==> src/rtl/hazard_pkg.sv <==
// Shared encodings for the hazard unit and the datapath forwarding muxes.
package hazard_pkg;

    // ALU operand source selects used by the E-stage forwarding muxes.
    localparam logic [1:0] FWD_RF  = 2'b00;
    localparam logic [1:0] FWD_WB  = 2'b01;
    localparam logic [1:0] FWD_MEM = 2'b10;

endpackage

==> src/rtl/mdu_tracker.sv <==
// Tracks the multi-cycle mul/div unit: busy window, last-cycle pulse, sticky overlap error.
module mdu_tracker #(
    parameter int MDU_LAT = 4
) (
    input  logic clk,
    input  logic rst_n,
    input  logic i_start,
    output logic o_busy,
    output logic o_done,
    output logic o_err
);

    localparam int CW = $clog2(MDU_LAT + 1);
    localparam logic [CW-1:0] LAT_VAL = CW'(MDU_LAT);
    localparam logic [CW-1:0] ONE     = CW'(1);

    logic [CW-1:0] r_cnt;
    logic          r_err;

    // A start while busy is dropped; the running count is never reloaded.
    always_ff @(posedge clk or negedge rst_n) begin
        if (!rst_n) begin
            r_cnt <= '0;
            r_err <= 1'b0;
        end else begin
            if (i_start && !o_busy) begin
                r_cnt <= LAT_VAL;
            end else if (r_cnt != '0) begin
                r_cnt <= r_cnt - ONE;
            end
            if (i_start && o_busy) begin
                r_err <= 1'b1;
            end
        end
    end

    assign o_busy = (r_cnt != '0);
    assign o_done = (r_cnt == ONE);
    assign o_err  = r_err;

endmodule

==> src/rtl/hazard_unit_mc.sv <==
// Hazard/forwarding controller for the 5-stage pipeline with MDU tracking and a stall counter.
module hazard_unit_mc
    import hazard_pkg::*;
#(
    parameter int REG_AW  = 5,
    parameter int FWD_W   = 2,
    parameter int MDU_LAT = 4,
    parameter int CNT_W   = 16
) (
    input  logic              clk,
    input  logic              rst_n,
    input  logic [REG_AW-1:0] i_rs_d,
    input  logic [REG_AW-1:0] i_rt_d,
    input  logic [REG_AW-1:0] i_rs_e,
    input  logic [REG_AW-1:0] i_rt_e,
    input  logic [REG_AW-1:0] i_wreg_e,
    input  logic [REG_AW-1:0] i_wreg_m,
    input  logic [REG_AW-1:0] i_wreg_w,
    input  logic              i_regwr_e,
    input  logic              i_regwr_m,
    input  logic              i_regwr_w,
    input  logic              i_mem2reg_e,
    input  logic              i_mem2reg_m,
    input  logic              i_branch_d,
    input  logic              i_pcsrc_d,
    input  logic              i_mdu_op_d,
    input  logic              i_mdu_start_e,
    input  logic              i_hilo_rd_d,
    output logic [FWD_W-1:0]  o_fwd_a_e,
    output logic [FWD_W-1:0]  o_fwd_b_e,
    output logic              o_fwd_a_d,
    output logic              o_fwd_b_d,
    output logic              o_stall_f,
    output logic              o_stall_d,
    output logic              o_flush_d,
    output logic              o_flush_e,
    output logic              o_mdu_busy,
    output logic              o_mdu_done,
    output logic              o_mdu_err,
    output logic [CNT_W-1:0]  o_stall_cnt
);

    localparam logic [CNT_W-1:0] CNT_ONE = CNT_W'(1);

    logic             w_lw_stall;
    logic             w_br_stall;
    logic             w_mdu_stall;
    logic             w_stall_any;
    logic             w_e_hits_d;
    logic             w_m_hits_d;
    logic [CNT_W-1:0] r_stall_cnt;

    // M-stage results are newer than W-stage ones, so M wins.
    always_comb begin
        o_fwd_a_e = FWD_W'(FWD_RF);
        o_fwd_b_e = FWD_W'(FWD_RF);
        if (i_rs_e != '0 && i_rs_e == i_wreg_m && i_regwr_m)
            o_fwd_a_e = FWD_W'(FWD_MEM);
        else if (i_rs_e != '0 && i_rs_e == i_wreg_w && i_regwr_w)
            o_fwd_a_e = FWD_W'(FWD_WB);
        if (i_rt_e != '0 && i_rt_e == i_wreg_m && i_regwr_m)
            o_fwd_b_e = FWD_W'(FWD_MEM);
        else if (i_rt_e != '0 && i_rt_e == i_wreg_w && i_regwr_w)
            o_fwd_b_e = FWD_W'(FWD_WB);
    end

    assign o_fwd_a_d = (i_rs_d != '0) && (i_rs_d == i_wreg_m) && i_regwr_m;
    assign o_fwd_b_d = (i_rt_d != '0) && (i_rt_d == i_wreg_m) && i_regwr_m;

    assign w_e_hits_d  = (i_wreg_e != '0) && (i_wreg_e == i_rs_d || i_wreg_e == i_rt_d);
    assign w_m_hits_d  = (i_wreg_m != '0) && (i_wreg_m == i_rs_d || i_wreg_m == i_rt_d);
    assign w_lw_stall  = i_mem2reg_e && w_e_hits_d;
    assign w_br_stall  = i_branch_d && ((i_regwr_e && w_e_hits_d) || (i_mem2reg_m && w_m_hits_d));
    assign w_mdu_stall = (i_hilo_rd_d || i_mdu_op_d) && (o_mdu_busy || i_mdu_start_e);
    assign w_stall_any = w_lw_stall || w_br_stall || w_mdu_stall;

    assign o_stall_f = w_stall_any;
    assign o_stall_d = w_stall_any;
    assign o_flush_e = w_stall_any;
    // A stalled branch is re-evaluated next cycle, so it must not redirect now.
    assign o_flush_d = i_pcsrc_d && !w_stall_any;

    mdu_tracker #(
        .MDU_LAT (MDU_LAT)
    ) u_mdu_tracker (
        .clk     (clk),
        .rst_n   (rst_n),
        .i_start (i_mdu_start_e),
        .o_busy  (o_mdu_busy),
        .o_done  (o_mdu_done),
        .o_err   (o_mdu_err)
    );

    always_ff @(posedge clk or negedge rst_n) begin
        if (!rst_n)
            r_stall_cnt <= '0;
        else if (w_stall_any && r_stall_cnt != '1)
            r_stall_cnt <= r_stall_cnt + CNT_ONE;
    end

    assign o_stall_cnt = r_stall_cnt;

endmodule
==> config.mk <==
export PLATFORM = sky130hd
export DESIGN_NAME = hazard_unit_mc
export DESIGN_NICKNAME = d
export VERILOG_FILES = /design/src/rtl/hazard_pkg.sv /design/src/rtl/mdu_tracker.sv /design/src/rtl/hazard_unit_mc.sv
export SDC_FILE = /design/constraint.sdc
export NUM_CORES = 1
export LEC_CHECK = 0
export CORE_ASPECT_RATIO = 1.1
export CORE_MARGIN = 4
export CORE_UTILIZATION = 44
export DETAILED_ROUTE_END_ITERATION = 6
export GPL_ROUTABILITY_DRIVEN = 1
export PLACE_DENSITY = 0.92
export SLEW_MARGIN = 25
export SYNTH_ARGS = -nofsm -noshare
export SYNTH_HDL_FRONTEND = slang
export SYNTH_SLANG_ARGS = --single-unit
export TNS_END_PERCENT = 100
==> constraint.sdc <==
create_clock -name clk -period 7.15 [get_ports clk]
set_input_delay 2.145 -clock clk [delete_from_list [all_inputs] [get_ports clk]]
set_output_delay 2.145 -clock clk [all_outputs]
set_load 0.02 [all_outputs]
==> qor.csv, run 1 <==
metric,value,unit
Worst Path Arrival,4.56,ns
Post-CTS Hold Buffers,0,
Diodes inserted,0,
first-pass GRT wire length,6910,µm
worst hold-check path type,flip-flop to flip-flop,
crit-path most repeated cell,clkdlybuf4s50_1,
Slew @ Worst Pin,0.439,ns
FILL cells,283,
Worst R2R End,o_stall_cnt[12],
"Hold Vio Cnt, Final",0,
Die ar.,4640,µm²
pre-CTS setup slack,0.435,ns
remaining global-route overflow,0,
top post-synthesis cells by area,"dfrtp_1, xnor2_1, xor2_1",
Reg2Reg Setup Slack,5.09,ns
Mean Syn Cell Area,9.42,µm²
input/output buffers,75,
"Core Util, Final",69.1,%
Row Count,22,
R2R depth,7,
Hold Path Origin,u_mdu_tracker.o_err,
final setup margin,0.444,ns
CTS Buf Count,3,
share of the synthesized area in the top cell type,31.4,%
Crit. End Element,output pin,
Routed Antenna Nets,0,
clock sinks,20,
area delta synth->final,48.2,%
slew margin rel.,70.8,%
Clock Root Buffer,clkbuf_4,
GP Congestion,0.916,
fin. max-slew vios,0,
H-Tree Depth,1,
CTS tree,built,
Mapped Cells,169,
WS Path Type,primary input to output pin,
layout cells sized above 1,5.04,%
Worst Hold End,u_mdu_tracker.o_err,
number of vias per cell,5.15,
Leak,0.891,nW
FF+latch area,500,µm²
Die Wd,65.3,µm
total routed wirelength,4000,µm
Hold Slack,0.462,ns
vias post-DR,1473,
sequential area share after synthesis,31.4,%
# nets final,291,
Initial Util,46.6,%
Multi-input gate area,1010,µm²
Hold Path Stages,1,
Clock Pin Slew Worst Setup and Hold Paths,0.09,ns
PD cells,198,nW/µm²
worst endpoint required time,5.01,ns
minimum clock period,6.71,ns
WL/cell,14.0,µm
I/O pins,76,
DPL Wire Length,3370,µm
total of max-cap violations,0,
cell breakdown of the critical path,clkdlybuf4s50_1 > or4_4 > o211ai_2 > a21oi_2 > or3_4 > nor2_1 > clkdlybuf4s50_1,
Synth Cell Area,1590,µm²
status,completed,
Crit path max-delay family,buffers and inverters,
drt first pass iters,4,
Clock Path Buffers,2,
Clock Latency Late Sink,0.29,ns
Core ar.,3410,µm²
Final setup viols,0,
Seq cells post-synth,20,
drt initial violations,34,
RSZ-0062 raised after global routing,false,
PostCTS Resize Cnt,0,
Critical R2R Launch,u_mdu_tracker.r_cnt[0],
Worst Skew,0.00676,ns
Startpoint Class,primary input,
Tcrit/Tclk final,93.8,%
die height,71.1,µm
Fin Setup TNS,0,ns
Mapped Nets,220,
cell taking the most area after synthesis,dfrtp_1,
GRT Util Overall,18.5,%
fmax,0.149,GHz
CP Buf/Inv Count,2,
Crit path largest cell delay,0.60,ns
crit path max-delay cell type,clkdlybuf4s50_1,
CP Launch Point,i_wreg_m[1],
Post-CTS Setup Bufs,0,
vias in the first global route,1498,
DRC,0,
Synth warnings,0,
worst vdd ir,0.257,mV
largest net degree at the start of global routing,21,
initial antenna violation count,0,
post-synthesis cell type count,35,
Crit Path Max Fanout,5,
final cells by class:
class                           instances  area share [%]
Clock buffer                            3           0.955
Timing Repair Buffer                   75            31.6
Tap cell                               48            2.55
Multi-Input combinational cell        136            43.0
Sequential cell                        20            21.2
Inverter                                4           0.637
metrics by stage:
stage / cell area (µm²) / power, mW / cells
after detailed placement: 2340 / 0.421 / 283
after floorplan: 1590 / 0.315 / 169
final: 2360 / 0.468 / 286
after global routing: 2360 / 0.506 / 286
after global placement: 2340 / 0.414 / 283
after CTS: 2360 / 0.475 / 286
power breakdown:
group | total, mW | internal (mW) | switching [mW]
Clock | 0.0502 | 0.0196 | 0.0306
Combinational | 0.240 | 0.127 | 0.113
Sequential | 0.178 | 0.143 | 0.0350
worst reg2reg max path: stages (launching register included):
cell and delay [ns]:
dfrtp_1 0.42, inv_1 0.09, ha_1 0.19, nand2b_1 0.16
o22a_1 0.26, or3_4 0.43, nand3_1 0.09, mux2_1 0.31
cells by family (layout without fill, tap and decap cells):
group / count (synthesis) / after routing / synth area share, %
adders and majority gates: 4 / 4 / 3.14
DFF: 20 / 20 / 31.4
and+or+nand+nor: 61 / 61 / 22.4
muxes: 2 / 2 / 1.41
AOI/OAI and AO/OA: 15 / 15 / 7.08
xor gates and xnor gates: 54 / 54 / 29.7
buffers and inverters: 13 / 82 / 4.79
synthesized netlist by cell type:
| cell | instances |
|---|---|
| a211oi_1 | 2 |
| a21o_1 | 1 |
| a21oi_1 | 4 |
| a21oi_2 | 1 |
| and3_1 | 5 |
| and3_2 | 1 |
| and4_1 | 1 |
| buf_2 | 1 |
| buf_4 | 3 |
| buf_6 | 2 |
| clkbuf_1 | 3 |
| dfrtp_1 | 20 |
| ha_1 | 4 |
| inv_1 | 4 |
| mux2_1 | 1 |
| mux2_2 | 1 |
| nand2_1 | 6 |
| nand2b_1 | 1 |
| nand3_1 | 11 |
| nand4_1 | 11 |
| nand4_2 | 1 |
| nor2_1 | 7 |
| nor2b_1 | 2 |
| nor3_1 | 4 |
| nor4_1 | 4 |
| o211ai_2 | 1 |
| o21a_1 | 1 |
| o21ai_0 | 3 |
| o22a_1 | 1 |
| o31a_4 | 1 |
| or3_4 | 1 |
| or4_1 | 5 |
| or4_4 | 1 |
| xnor2_1 | 37 |
| xor2_1 | 17 |
flip-flops by register name, indices dropped and copies added (netlist names):
name,cells
o_stall_cnt,16
u_mdu_tracker.r_cnt,3
u_mdu_tracker.o_err,1
how the worst max path moves through the flow:
stage	endpoint	cells after the start	slack (ns)
after floorplan	o_flush_d	6	1.32
after global placement	o_flush_d	7	0.46
after detailed placement	o_flush_d	7	0.43
after CTS	o_flush_d	7	0.43
after global routing	o_flush_d	7	0.36
final	o_flush_d	7	0.44
routing by layer:
metal  wire [µm]  GRT usage (%)
met5           0              0
met4          44           4.15
met3         137           2.38
met2        2180           33.3
met1        1640           23.2
cells in the final DEF (no fill, tap or decap):
| cell | instances |
|---|---|
| nand2b_1 | 1 |
| o211ai_2 | 1 |
| or3_4 | 1 |
| a21o_1 | 1 |
| clkdlybuf4s50_1 | 74 |
| and3_1 | 5 |
| nor2_1 | 7 |
| and3_2 | 1 |
| o21a_1 | 1 |
| a211oi_1 | 2 |
| nor2b_1 | 2 |
| ha_1 | 4 |
| o31a_4 | 1 |
| nor4_1 | 4 |
| a21oi_1 | 4 |
| or4_4 | 1 |
| dfrtp_1 | 20 |
| nand3_1 | 11 |
| inv_1 | 4 |
| mux2_2 | 1 |
| a21oi_2 | 1 |
| o21ai_0 | 3 |
| nor3_1 | 4 |
| o22a_1 | 1 |
| or4_1 | 5 |
| xnor2_1 | 37 |
| nand2_1 | 6 |
| xor2_1 | 17 |
| clkbuf_4 | 3 |
| mux2_1 | 1 |
| buf_2 | 1 |
| nand4_1 | 11 |
| and4_1 | 1 |
| nand4_2 | 1 |
(Power assumes the default switching activity.)
==> inputs of run 2 (changes only) <==
--- a/config.mk
+++ b/config.mk
@@ -11,6 +11,8 @@
 export DETAILED_ROUTE_END_ITERATION = 6
 export GPL_ROUTABILITY_DRIVEN = 1
 export PLACE_DENSITY = 0.92
+export SKIP_CTS_REPAIR_TIMING = 1
+export SKIP_LAST_GASP = 1
 export SLEW_MARGIN = 25
 export SYNTH_ARGS = -nofsm -noshare
 export SYNTH_HDL_FRONTEND = slang
==> results of run 2 <==
No change in the layout: final DEF, timing and power equal those of run 1.
